**config.mk**
```make
export PLATFORM = sky130hd
export DESIGN_NAME = hazard_stall_ctrl_flat
export DESIGN_NICKNAME = d
export VERILOG_FILES = /design/src/rtl/hazard_stall_ctrl_if.sv /design/src/rtl/hazard_stall_ctrl.sv /design/src/flat_wrapper.sv
export SDC_FILE = /design/constraint.sdc
export NUM_CORES = 1
export LEC_CHECK = 0
export ABC_CLOCK_PERIOD_IN_PS = 4370
export CORE_MARGIN = 2
export CORE_UTILIZATION = 41
export DETAILED_ROUTE_END_ITERATION = 7
export PLACE_DENSITY_LB_ADDON = 0.12
export SLEW_MARGIN = 20
export SYNTH_ARGS = -nofsm -noshare
export SYNTH_HDL_FRONTEND = slang
export SYNTH_SLANG_ARGS = --single-unit
```
**constraint.sdc**
```tcl
create_clock -name clk -period 4.37 [get_ports clk]
set_input_delay 0.874 -clock clk [delete_from_list [all_inputs] [get_ports clk]]
set_output_delay 0.874 -clock clk [all_outputs]
set_load 0.02 [all_outputs]
```
**src/rtl/hazard_stall_ctrl_if.sv**
```systemverilog
// Pipeline <-> hazard controller signal bundle.
// master: pipeline side (drives ID/EX fields, consumes stall/flush controls).
// slave : controller side.
interface hazard_stall_ctrl_if;
  logic [4:0] id_rs;
  logic [4:0] id_rt;
  logic       id_uses_rs;
  logic       id_uses_rt;
  logic       id_md_use;
  logic [4:0] ex_rd;
  logic       ex_mem_read;
  logic       ex_md_start;
  logic       ex_md_is_div;
  logic       branch_taken;
  logic       stall_pc;
  logic       stall_ifid;
  logic       flush_ifid;
  logic       flush_idex;
  logic       md_busy;
  logic       md_done;

  modport master (
    output id_rs, id_rt, id_uses_rs, id_uses_rt, id_md_use,
           ex_rd, ex_mem_read, ex_md_start, ex_md_is_div, branch_taken,
    input  stall_pc, stall_ifid, flush_ifid, flush_idex, md_busy, md_done
  );

  modport slave (
    input  id_rs, id_rt, id_uses_rs, id_uses_rt, id_md_use,
           ex_rd, ex_mem_read, ex_md_start, ex_md_is_div, branch_taken,
    output stall_pc, stall_ifid, flush_ifid, flush_idex, md_busy, md_done
  );
endinterface

```
**src/rtl/hazard_stall_ctrl.sv**
```systemverilog
// Central stall/flush controller for the 5-stage pipeline.
// Detects load-use hazards, tracks the multi-cycle MUL/DIV unit with a
// busy-counter FSM and applies taken-branch flushes. Stall/flush outputs are
// combinational; only the MUL/DIV sequencing is registered.
// Optional feature: define HAZ_PERF_CNT_EN to add the stall_cycles counter port.
module hazard_stall_ctrl #(
  parameter int MUL_LAT = 4,   // >= 2
  parameter int DIV_LAT = 32   // >= 2, <= 63
) (
  input  logic          clk,
  input  logic          reset_n,
  hazard_stall_ctrl_if.slave hz
`ifdef HAZ_PERF_CNT_EN
  ,
  output logic [31:0]   stall_cycles
`endif
);

  typedef enum logic {IDLE, BUSY} state_t;

  // Counter starts at LAT-1: the issue cycle itself is the first of LAT cycles.
  localparam logic [5:0] MUL_INIT = 6'(MUL_LAT - 1);
  localparam logic [5:0] DIV_INIT = 6'(DIV_LAT - 1);

  state_t     state, next_state;
  logic [5:0] md_cnt, next_cnt;
  logic       md_busy, md_done;
  logic       load_use, md_hold;
  logic       stall_pc, stall_ifid, flush_ifid, flush_idex;

  // MUL/DIV state register and busy counter.
  // NOTE: sequential state uses non-blocking (<=) so every flop samples
  // pre-edge values; blocking here would create order-dependent races.
  always_ff @(posedge clk or negedge reset_n) begin
    if (!reset_n) begin
      state  <= IDLE;
      md_cnt <= '0;
    end else begin
      state  <= next_state;
      md_cnt <= next_cnt;
    end
  end

  // Next-state / counter logic; a start while BUSY cannot happen legally
  // (ID was held) and is ignored.
  // NOTE: defaults assigned first so no path leaves a variable unassigned,
  // which would otherwise infer a latch.
  always_comb begin
    next_state = state;
    next_cnt   = md_cnt;
    unique case (state)
      IDLE: begin
        if (hz.ex_md_start) begin
          next_state = BUSY;
          next_cnt   = hz.ex_md_is_div ? DIV_INIT : MUL_INIT;
        end
      end
      BUSY: begin
        if (md_cnt == 6'd1) begin
          next_state = IDLE;
          next_cnt   = '0;
        end else begin
          next_cnt   = md_cnt - 6'd1;
        end
      end
      default: begin
        next_state = IDLE;
        next_cnt   = '0;
      end
    endcase
  end

  // MUL/DIV status decoded from the registered state.
  always_comb begin
    md_busy = (state == BUSY);
    md_done = (state == BUSY) && (md_cnt == 6'd1);
  end

  // Hazard detection and prioritised stall/flush decision.
  always_comb begin
    load_use = hz.ex_mem_read && (hz.ex_rd != 5'd0) &&
               ((hz.id_uses_rs && (hz.id_rs == hz.ex_rd)) ||
                (hz.id_uses_rt && (hz.id_rt == hz.ex_rd)));
    // The done cycle releases the hold so the dependent instr advances then.
    md_hold  = hz.id_md_use && md_busy && !md_done;

    stall_pc   = 1'b0;
    stall_ifid = 1'b0;
    flush_ifid = 1'b0;
    flush_idex = 1'b0;
    if (hz.branch_taken) begin
      // Branch flush wins; an in-flight MUL/DIV is already past EX and keeps going.
      flush_ifid = 1'b1;
      flush_idex = 1'b1;
    end else if (load_use || md_hold) begin
      stall_pc   = 1'b1;
      stall_ifid = 1'b1;
      flush_idex = 1'b1;
    end
  end

  assign hz.stall_pc   = stall_pc;
  assign hz.stall_ifid = stall_ifid;
  assign hz.flush_ifid = flush_ifid;
  assign hz.flush_idex = flush_idex;
  assign hz.md_busy    = md_busy;
  assign hz.md_done    = md_done;

`ifdef HAZ_PERF_CNT_EN
  // Free-running count of PC stall cycles; wraps naturally at 32 bits.
  always_ff @(posedge clk or negedge reset_n) begin
    if (!reset_n) stall_cycles <= '0;
    else if (stall_pc) stall_cycles <= stall_cycles + 32'd1;
  end
`endif

endmodule
```
**src/flat_wrapper.sv**
```systemverilog
// flat-port wrapper written by rule: the top's interface ports become plain ports
module hazard_stall_ctrl_flat 
#(
  parameter int MUL_LAT = 4,          
  parameter int DIV_LAT = 32                 
)
  (clk, reset_n, hz_id_rs, hz_id_rt, hz_id_uses_rs, hz_id_uses_rt, hz_id_md_use, hz_ex_rd, hz_ex_mem_read, hz_ex_md_start, hz_ex_md_is_div, hz_branch_taken, hz_stall_pc, hz_stall_ifid, hz_flush_ifid, hz_flush_idex, hz_md_busy, hz_md_done);
  hazard_stall_ctrl_if hz_i ();
  input  logic clk;
  input  logic reset_n;
  input wire logic [$bits(hz_i.id_rs)-1:0] hz_id_rs;
  input wire logic [$bits(hz_i.id_rt)-1:0] hz_id_rt;
  input wire logic [$bits(hz_i.id_uses_rs)-1:0] hz_id_uses_rs;
  input wire logic [$bits(hz_i.id_uses_rt)-1:0] hz_id_uses_rt;
  input wire logic [$bits(hz_i.id_md_use)-1:0] hz_id_md_use;
  input wire logic [$bits(hz_i.ex_rd)-1:0] hz_ex_rd;
  input wire logic [$bits(hz_i.ex_mem_read)-1:0] hz_ex_mem_read;
  input wire logic [$bits(hz_i.ex_md_start)-1:0] hz_ex_md_start;
  input wire logic [$bits(hz_i.ex_md_is_div)-1:0] hz_ex_md_is_div;
  input wire logic [$bits(hz_i.branch_taken)-1:0] hz_branch_taken;
  output wire logic [$bits(hz_i.stall_pc)-1:0] hz_stall_pc;
  output wire logic [$bits(hz_i.stall_ifid)-1:0] hz_stall_ifid;
  output wire logic [$bits(hz_i.flush_ifid)-1:0] hz_flush_ifid;
  output wire logic [$bits(hz_i.flush_idex)-1:0] hz_flush_idex;
  output wire logic [$bits(hz_i.md_busy)-1:0] hz_md_busy;
  output wire logic [$bits(hz_i.md_done)-1:0] hz_md_done;
  assign hz_i.id_rs = hz_id_rs;
  assign hz_i.id_rt = hz_id_rt;
  assign hz_i.id_uses_rs = hz_id_uses_rs;
  assign hz_i.id_uses_rt = hz_id_uses_rt;
  assign hz_i.id_md_use = hz_id_md_use;
  assign hz_i.ex_rd = hz_ex_rd;
  assign hz_i.ex_mem_read = hz_ex_mem_read;
  assign hz_i.ex_md_start = hz_ex_md_start;
  assign hz_i.ex_md_is_div = hz_ex_md_is_div;
  assign hz_i.branch_taken = hz_branch_taken;
  assign hz_stall_pc = hz_i.stall_pc;
  assign hz_stall_ifid = hz_i.stall_ifid;
  assign hz_flush_ifid = hz_i.flush_ifid;
  assign hz_flush_idex = hz_i.flush_idex;
  assign hz_md_busy = hz_i.md_busy;
  assign hz_md_done = hz_i.md_done;
  hazard_stall_ctrl #(.MUL_LAT(MUL_LAT), .DIV_LAT(DIV_LAT)) u_core (.clk(clk), .reset_n(reset_n), .hz(hz_i));
endmodule
```
==> results.py <==
metrics = {
    "grt": {
        "grt_max_degree": 13,
        "grt_pass1_vias": 556,
        "grt-ovfl-total": 0,
        "grt_pass1_wl_mm": 2.13,
        "track_usage_pct": 15.9,
        "antenna_found_initial": 0,
    },
    "clock_tree": {
        "htreeDepth": 1,
        "clk_transition_reported_paths_ns": 0.05,
        "cts_hold_buf": 0,
        "cts_resized": 0,
        "clockRootBuffer": "clkbuf_4",
        "numCtsBuffers": 3,
        "clockBufferDepth": 2,
        "postCtsSetupBuffers": 0,
        "cts_tree": "done",
        "cts_sinks": 7,
        "clk_latency_ns": 0.25,
    },
    "critical_path": {
        "start_kind": "primary input",
        "r2r_cells": 4,
        "worst-path-stages": 6,
        "cp_slowest_cell": "clkdlybuf4s50_1",
        "crit_chain": "clkdlybuf4s50_1 > xor2_1 > nor4_1 > a32oi_1 > o32ai_1 > clkdlybuf4s50_1",
        "cp.buffers_inverters": 2,
        "crit_family": "buffers and inverters",
        "crit_top_cell": "clkdlybuf4s50_1",
        "worstPathRequired_ns": 3.50,
        "path_max_fanout": 3,
        "worstPathArrival_ns": 2.83,
        "max_stage_delay_ns": 0.67,
        "worst_setup_path_end_kind": "output pin",
        "path_class": "primary input to output pin",
    },
    "status": {
        "run_status": "finished clean",
    },
    "die": {
        "core_area_mm2": 0.00130,
        "die_y_um": 41.5,
        "io_pins": 30,
        "die_area_mm2": 0.00172,
        "initial_core_util_pct": 44.2,
        "die_w_um": 41.5,
        "num_rows": 13,
    },
    "detailed_routing": {
        "met3_length_um": 73,
        "drt_iter0_markers": 3,
        "routed-wl-met2_um": 646,
        "drt_wl_total_mm": 1.26,
        "antenna_left": 0,
        "dr.pass1.iters": 2,
        "avgRoutedWirePerCell_um": 11.6,
        "wl_met1_um": 528,
        "via_count": 557,
        "viasPerCell": 5.11,
        "drc": 0,
        "top_layer": "met4",
    },
    "timing": {
        "worst_pin_slew_ns": 0.352,
        "finClkSkew_ns": 0.00165,
        "slew_headroom_pct": 76.6,
        "period_minus_slack_ns": 3.71,
        "rsz0062_at_grt": "false",
        "min_period_over_period_pct": 84.9,
        "tns_ns": 0,
        "setup_viol": 0,
        "max_freq_mhz": 270,
        "slew_viol_final": 0,
        "hold_viol": 0,
    },
    "power": {
        "leakagePower_uw": 0.000382,
        "p_seq_share_pct": 34.7,
        "switchingPower_uw": 154,
        "intPower_uw": 238,
        "combPwrFrac_pct": 49.9,
        "peakVddDrop_uv": 337,
        "switching_share_pct": 39.3,
        "pwr-share-clk_pct": 15.4,
        "p_per_area_mw_per_mm2": 441,
    },
    "finish": {
        "multi_input_area_um2": 355,
        "area_growth_pct": 54.3,
        "design_area_um2": 888,
        "fin_nets": 121,
        "seqCellArea_um2": 175,
        "layout-drive-gt1-share_pct": 6.38,
        "fill_cells": 118,
        "antenna_cells": 0,
        "fin_cells": 109,
        "fin_util_pct": 68.3,
    },
    "yosys": {
        "yosysSeqAreaShare_pct": 30.4,
        "synth.distinct_cells": 27,
        "yosys_warnings": 0,
        "synth-seq-cells": 7,
        "syn_inst": 65,
        "syn-cell-area_um2": 576,
        "syn_area_per_cell_um2": 8.85,
        "syn_nets": 91,
    },
    "hold_path": {
        "hold_class": "register to register",
        "hold_depth": 1,
    },
    "place": {
        "routabilityCongestion": 0.704,
        "placed_area_um2": 862,
        "dp.cells": 105,
        "hpwl_mm": 1.10,
        "portBuffers": 29,
    },
    "flow_run": {
        "cap_violations": 0,
    },
}
cell families after synthesis:
| kind of cell | synth area share, % |
|---|---|
| xor+xnor | 19.8 |
| flops | 30.4 |
| compound gates | 15.4 |
| fa+ha+maj | 4.35 |
| buf+inv | 7.83 |
| simple gates | 17.0 |
| mux | 5.22 |
final timing paths:
path                                              startpoint                      endpoint  slack [ns]
min in group asynchronous                            reset_n  u_core.md_cnt[3]$_DFFE_PN0P_        0.89
worst min register to register  u_core.md_cnt[0]$_DFFE_PN0P_  u_core.md_cnt[0]$_DFFE_PN0P_        0.55
worst min-delay path            u_core.md_cnt[0]$_DFFE_PN0P_  u_core.md_cnt[0]$_DFFE_PN0P_        0.55
worst max register to register  u_core.md_cnt[0]$_DFFE_PN0P_  u_core.md_cnt[5]$_DFFE_PN0P_        3.03
max in group asynchronous                            reset_n  u_core.md_cnt[1]$_DFFE_PN0P_        3.23
worst max-delay path                             hz_ex_rd[4]                 hz_stall_ifid        0.66
area by class of cell:
type / instances / share of cell area (%)
sequential: 7 / 19.7
timing repair buffer: 29 / 32.7
clock buffer: 4 / 2.96
inverter: 6 / 2.54
multi-input combinational: 48 / 40.0
tap: 15 / 2.11
cells in the mapped netlist, drive strengths merged:
library cell  number  area share (%)
xor2              11              17
dfrtp              7              30
inv                6             3.9
nor2               5             3.3
o22ai              5             5.4
mux2i              3             5.2
nand2              3             2.0
and2               2             2.2
buf                2             2.6
clkbuf             2             1.3
ha                 2             4.3
nor3               2             2.6
nor4               2             2.2
xnor2              2             3.0
a21oi              1            0.87
a31o               1             1.5
a32oi              1             1.5
and3               1             1.1
o21ai              1             1.5
o221ai             1             1.5
o22a               1             1.5
o32ai              1             1.5
or2b               1             1.3
or3                1             1.1
or4                1             1.3
power by group through the flow:
stage          sequential, uW  combinational [uW]  clock, uW
5_1_grt                   141                 219       66.9
6_report                  136                 196       60.3
4_1_cts                   136                 198       64.1
3_5_place_dp              137                 197          0
3_3_place_gp              136                 193          0
2_1_floorplan             127                 140          0
per-layer routing:
metal | up-vias | global-route usage [%]
met1 | 250 | 17.5
met3 | 2 | 5.65
met2 | 18 | 27.8
li1 | 287 | -
met4 | 0 | 5.81
met5 | - | 0
through the flow:
stage	worst slack, ns	total power [uW]	hold WS [ns]
6_report	0.662	392	0.553
5_1_grt	0.520	427	0.586
4_1_cts	0.637	398	0.554
3_5_place_dp	0.648	334	0.540
3_3_place_gp	0.657	329	0.535
2_1_floorplan	1.44	267	0.508
placed cells by master (no fill, tap or decap), types with 2 or more instances in the layout:
master / n
ha_1: 2
o22ai_1: 5
nor2_1: 5
clkbuf_4: 3
mux2i_1: 3
xor2_1: 11
nand2_1: 3
xnor2_1: 2
clkdlybuf4s50_1: 29
dfrtp_1: 7
inv_1: 6
nor4_1: 2
registers in the layout, indices dropped and copies added, names as in the netlist:
name / cells
u_core.md_cnt: 6
u_core.hz.md_busy: 1
Note: power is estimated with default switching activity, not from simulation.
